File: config.mk
export PLATFORM = sky130hd
export DESIGN_NAME = gmii_tx_framer
export DESIGN_NICKNAME = d
export VERILOG_FILES = /design/src/rtl/gmii_tx_framer.sv
export SDC_FILE = /design/constraint.sdc
export NUM_CORES = 1
export LEC_CHECK = 0
export BUFFER_PORTS_ARGS = -buffer_cell sky130_fd_sc_hd__buf_2
export CAP_MARGIN = 20
export CORE_ASPECT_RATIO = 1.75
export CORE_UTILIZATION = 25
export DETAILED_ROUTE_END_ITERATION = 12
export GPL_TIMING_DRIVEN = 0
export PLACE_DENSITY = 0.51
export SETUP_SLACK_MARGIN = 0.4
export SYNTH_ARGS = -nofsm -noshare
export SYNTH_HDL_FRONTEND = slang
export SYNTH_SLANG_ARGS = --single-unit
File: constraint.sdc
create_clock -name TX_CLK -period 5.04 [get_ports TX_CLK]
set_input_delay 0.756 -clock TX_CLK [delete_from_list [all_inputs] [get_ports TX_CLK]]
set_output_delay 0.756 -clock TX_CLK [all_outputs]
set_load 0.02 [all_outputs]
File: src/rtl/gmii_tx_framer.sv
// GMII transmit framer: preamble/SFD, payload from a frame buffer,
// zero padding to a minimum length, CRC-32 FCS and inter-frame gap.
module gmii_tx_framer #(
    parameter int ADDR_W     = 11,
    parameter int MIN_LEN    = 60,
    parameter int IFG_CYCLES = 12
) (
    input  logic              TX_CLK,
    input  logic              rst,
    input  logic              tx_start,
    input  logic [ADDR_W-1:0] tx_len,
    output logic [ADDR_W-1:0] tx_addr,
    input  logic [7:0]        tx_mem_out,
    output logic              tx_busy,
    output logic              tx_done,
    output logic              TX_EN,
    output logic [7:0]        TXD,
    output logic              TX_ER
);

    localparam logic [2:0] S_IDLE = 3'd0;
    localparam logic [2:0] S_PRE  = 3'd1;
    localparam logic [2:0] S_SFD  = 3'd2;
    localparam logic [2:0] S_DATA = 3'd3;
    localparam logic [2:0] S_PAD  = 3'd4;
    localparam logic [2:0] S_FCS  = 3'd5;
    localparam logic [2:0] S_IFG  = 3'd6;

    localparam logic [ADDR_W:0]   ZERO     = '0;
    localparam logic [ADDR_W:0]   ONE      = (ADDR_W+1)'(1);
    localparam logic [ADDR_W:0]   PRE_LAST = (ADDR_W+1)'(6);
    localparam logic [ADDR_W:0]   FCS_LAST = (ADDR_W+1)'(3);
    localparam logic [ADDR_W:0]   MIN_L    = (ADDR_W+1)'(MIN_LEN);
    localparam logic [ADDR_W:0]   IFG_L    = (ADDR_W+1)'(IFG_CYCLES);
    localparam logic [ADDR_W-1:0] A_ONE    = ADDR_W'(1);

    logic [2:0]        state_q, state_d;
    logic [ADDR_W:0]   cnt_q, cnt_d, cnt_inc;
    logic [ADDR_W:0]   len_q, len_d;
    logic [31:0]       crc_q, crc_d, fcs;
    logic              tx_en_q, tx_en_d;
    logic [7:0]        txd_q, txd_d;
    logic              data_q, data_d;
    logic              busy_q, busy_d;
    logic              done_q, done_d;
    logic [ADDR_W-1:0] addr_q, addr_d;

    function automatic logic [31:0] crc_byte(input logic [31:0] c,
                                             input logic [7:0]  b);
        logic [31:0] r;
        r = c ^ {24'h0, b};
        for (int k = 0; k < 8; k++) begin
            r = r[0] ? ((r >> 1) ^ 32'hEDB88320) : (r >> 1);
        end
        return r;
    endfunction

    assign cnt_inc = cnt_q + ONE;

    always_comb begin
        state_d = state_q;
        cnt_d   = cnt_inc;
        len_d   = len_q;
        crc_d   = crc_q;
        unique case (state_q)
            S_IDLE: begin
                cnt_d = ZERO;
                crc_d = 32'hFFFF_FFFF;
                if (tx_start) begin
                    state_d = S_PRE;
                    len_d   = {1'b0, tx_len};
                end
            end
            S_PRE: begin
                if (cnt_q == PRE_LAST) begin
                    state_d = S_SFD;
                    cnt_d   = ZERO;
                end
            end
            S_SFD: begin
                cnt_d = ZERO;
                if (len_q != ZERO)       state_d = S_DATA;
                else if (MIN_L != ZERO)  state_d = S_PAD;
                else                     state_d = S_FCS;
            end
            S_DATA: begin
                crc_d = crc_byte(crc_q, tx_mem_out);
                // cnt keeps running into PAD so it counts payload+pad bytes
                if (cnt_inc == len_q) begin
                    if (cnt_inc < MIN_L) begin
                        state_d = S_PAD;
                    end else begin
                        state_d = S_FCS;
                        cnt_d   = ZERO;
                    end
                end
            end
            S_PAD: begin
                crc_d = crc_byte(crc_q, 8'h00);
                if (cnt_inc == MIN_L) begin
                    state_d = S_FCS;
                    cnt_d   = ZERO;
                end
            end
            S_FCS: begin
                if (cnt_q == FCS_LAST) begin
                    state_d = S_IFG;
                    cnt_d   = ZERO;
                end
            end
            S_IFG: begin
                if (cnt_inc == IFG_L) begin
                    state_d = S_IDLE;
                    cnt_d   = ZERO;
                end
            end
            default: begin
                state_d = S_IDLE;
                cnt_d   = ZERO;
            end
        endcase
    end

    // Outputs are registered from the next state so they line up with it
    assign fcs = ~crc_d;

    always_comb begin
        tx_en_d = (state_d != S_IDLE) && (state_d != S_IFG);
        data_d  = (state_d == S_DATA);
        busy_d  = (state_d != S_IDLE);
        done_d  = (state_d == S_IFG) && (cnt_d == ZERO);
        addr_d  = '0;
        if (state_d == S_DATA) addr_d = cnt_d[ADDR_W-1:0] + A_ONE;
        txd_d = 8'h00;
        unique case (state_d)
            S_PRE:   txd_d = 8'h55;
            S_SFD:   txd_d = 8'hD5;
            S_FCS:   txd_d = fcs[{cnt_d[1:0], 3'b000} +: 8];
            default: txd_d = 8'h00;
        endcase
    end

    always_ff @(posedge TX_CLK) begin
        if (rst) begin
            state_q <= S_IDLE;
            cnt_q   <= '0;
            len_q   <= '0;
            crc_q   <= 32'hFFFF_FFFF;
            tx_en_q <= 1'b0;
            txd_q   <= 8'h00;
            data_q  <= 1'b0;
            busy_q  <= 1'b0;
            done_q  <= 1'b0;
            addr_q  <= '0;
        end else begin
            state_q <= state_d;
            cnt_q   <= cnt_d;
            len_q   <= len_d;
            crc_q   <= crc_d;
            tx_en_q <= tx_en_d;
            txd_q   <= txd_d;
            data_q  <= data_d;
            busy_q  <= busy_d;
            done_q  <= done_d;
            addr_q  <= addr_d;
        end
    end

    // The buffer's synchronous read register supplies payload bytes
    assign TXD     = data_q ? tx_mem_out : txd_q;
    assign TX_EN   = tx_en_q;
    assign TX_ER   = 1'b0;
    assign tx_busy = busy_q;
    assign tx_done = done_q;
    assign tx_addr = addr_q;

endmodule

==> impl_metrics.tcl <==
set metrics [dict create \
    outcome "complete, no violations" \
    dp_cells 1132 \
    synth_xor_area_frac 0.228 \
    syn_nets 804 \
    nets 861 \
    clockBufferDepth 2 \
    max-cap-violations 0 \
    dieArea_um2 25600 \
    num_io_pins 45 \
    cts_htree_levels 3 \
    grt_overflow 0 \
    cp.required_ns 5.27 \
    port_buffers 43 \
    cts_tree "done" \
    syn_inst 777 \
    p_leak_nw 2.51 \
    setup_tns_ns 0 \
    setup_viol 0 \
    synth-compound-area-share 0.214 \
    final_cell_mix "xnor2_1, dfxtp_1, nor2_1" \
    initial_core_util 0.254 \
    crit-reg2reg-capture "tx_addr[8]$_SDFF_PP0_" \
    crit_path_start_kind "flip-flop" \
    synth_edf_count 0 \
    drtPass1Iterations 7 \
    hp-start "len_q[8]$_SDFFE_PP0P_" \
    max_slew_margin 0.261 \
    vias 6032 \
    netSwitchingFraction 0.308 \
    min_period_ns 4.38 \
    die_x_um 121 \
    fin_util 0.294 \
    p_switching_mw 0.510 \
    power.density_nw_per_um2 230 \
    arrival_ns 4.62 \
    gp_congestion 0.948 \
    grt_max_degree 17 \
    intPower_mw 1.15 \
    clkPwrFrac 0.434 \
    cts-buffers-inserted 9 \
    track_usage 0.199 \
    antenna_found_initial 0 \
    die_h_um 211 \
    drt_iter0_drc 441 \
    cts-root-buf "clkbuf_16" \
    dpl_worst_slack_ns 0.218 \
    post_dp_cell_area_um2 6850 \
    grt_pass1_wl_um 37100 \
    syn_to_final_growth_pct 15.4 \
    final_layout_size_suffix_gt1_frac 0.166 \
    post_drt_wl_per_cell_um 21.3 \
    synth_top_family_by_area "XOR/XNOR gates" \
    row_count 76 \
    final_cells 1151 \
    fin_crit_sh 0.870 \
    ant_nets 0 \
    yosysSeqAreaShare 0.260 \
    worst_pin_slew_ns 1.10 \
    skew_ns 0.00951 \
    rr_startpoint "cnt_q[1]$_SDFF_PP0_" \
    slew_violations 0 \
    wl_um 24500 \
    synth-seq-cells 81 \
    path_class "flip-flop to flip-flop" \
    insertion_delay_ns 0.36 \
    yosys.area_share.simple 0.221 \
    post-route-worst-setup-slack_ns 0.657 \
    antenna_cells 0 \
    dpl.hpwl_um 18600 \
    remaining_drc_errors 0 \
    yosys.area_share.adder 0.0100 \
    via_per_inst 5.24 \
    seqPwrFrac 0.398 \
    power_mw 1.66 \
    r2r_slack_ns 0.66 \
    layout_commonest_cell "xnor2_1" \
    ir_worst_vdd_mv 0.142 \
    syn_avg_cell_area_um2 8.03 \
    synthMuxAreaShare 0.0162 \
    synth-main-ff-cell "dfxtp_1" \
    coreArea_um2 24500 \
    hold_buffers 0 \
    ys.warnings.count 0 \
    fmax_ghz 0.228 \
    synth_area_um2 6240 \
    postLayoutCellArea_um2 7200 \
    grt_pass1_vias 6147 \
    path_clk_slew_ns 0.07 \
    rsz0062_at_grt "true" \
    min_path_cells 2 \
    hold_ws_ns 0.486 \
    synthArstFlopShare 0 \
    reg2regPathDepth 15 \
    worstSetupEndpointType "flip-flop" \
    hold_viol 0 \
    cp_max_fo 10 \
    yosysUniqueCellTypes 75 \
    clock-sinks 81 \
    hold_class "flip-flop to flip-flop" \
    pwr-share-comb 0.168 \
    holdPathEnd "len_q[8]$_SDFFE_PP0P_" \
]
## cells in the mapped netlist (15+ instances only)
library cell | instances | area share
a21oi_1 | 47 | 0.038
buf_2 | 15 | 0.012
clkbuf_1 | 35 | 0.021
dfxtp_1 | 81 | 0.26
nand2_1 | 59 | 0.035
nand2b_1 | 21 | 0.021
nor2_1 | 67 | 0.040
o21ai_0 | 26 | 0.021
o22ai_1 | 30 | 0.030
or2_2 | 20 | 0.020
xnor2_1 | 104 | 0.15
xor2_1 | 46 | 0.065
## power groups by stage
| stage | Clock, mW | Sequential, mW | Combinational, mW |
|---|---|---|---|
| 2_1_floorplan | 0 | 0.674 | 0.184 |
| 3_3_place_gp | 0 | 0.675 | 0.269 |
| 3_5_place_dp | 0 | 0.675 | 0.268 |
| 4_1_cts | 0.732 | 0.660 | 0.271 |
| 5_1_grt | 0.755 | 0.662 | 0.299 |
| 6_report | 0.719 | 0.660 | 0.278 |
## state kept, by name, indices dropped and copies added, names as in the netlist
register	count
cnt_q	12
tx_addr	11
tx_busy	1
txd_q	8
crc_q	32
TX_EN	1
data_q	1
tx_done	1
len_q	11
state_q	3
## cell families after synthesis
family	Yosys count
buffers and inverters	71
adders and majority gates	5
AOI/OAI and AO/OA	196
and+or+nand+nor	258
DFF	81
muxes	9
xor gates and xnor gates	156
other	1
## layer usage
metal  wire [µm]  GRT usage
met5           0          0
met4        1880      0.150
met3         960     0.0267
met2       13400      0.368
met1        8340      0.197
## cell type report
class	count	area, µm²
fillers	2725	17300
multi-input cells	625	4330
flip-flops and latches	81	1620
well taps	312	390
plain buffers	57	260
repair buffers	46	238
clock buffers	9	225
clock inverters	7	86.3
inverters	14	52.6
## how the worst max path moves through the flow
stage                              startpoint                endpoint
after floorplan           cnt_q[0]$_SDFF_PP0_  tx_addr[10]$_SDFF_PP0_
after global placement    cnt_q[0]$_SDFF_PP0_      tx_done$_SDFF_PP0_
after detailed placement  cnt_q[0]$_SDFF_PP0_      tx_done$_SDFF_PP0_
after CTS                 cnt_q[1]$_SDFF_PP0_   tx_addr[8]$_SDFF_PP0_
after global routing      cnt_q[0]$_SDFF_PP0_      tx_done$_SDFF_PP0_
final                     cnt_q[1]$_SDFF_PP0_   tx_addr[8]$_SDFF_PP0_
## repair_timing
action | in CTS | in global routing
buffers inserted | 0 | 3
resized for setup | 2 | 3
setup endpoints to repair | 5 | 4
pin swaps | 0 | 1
## worst max-delay path, stage by stage, from the launching register on
cell and delay, ns:
dfxtp_1 0.55, ha_1 0.22, buf_2 0.22, nand2_1 0.21, or2_2 0.40, a32oi_1 0.34, nor4_4 0.10, a31oi_2 0.43
a21oi_4 0.13, buf_4 0.19, nor2_2 0.34, ha_1 0.29, nand4_1 0.11, or4_1 0.51, xor2_1 0.17, nor2_1 0.07
Note: power is estimated with default switching activity, not from simulation.
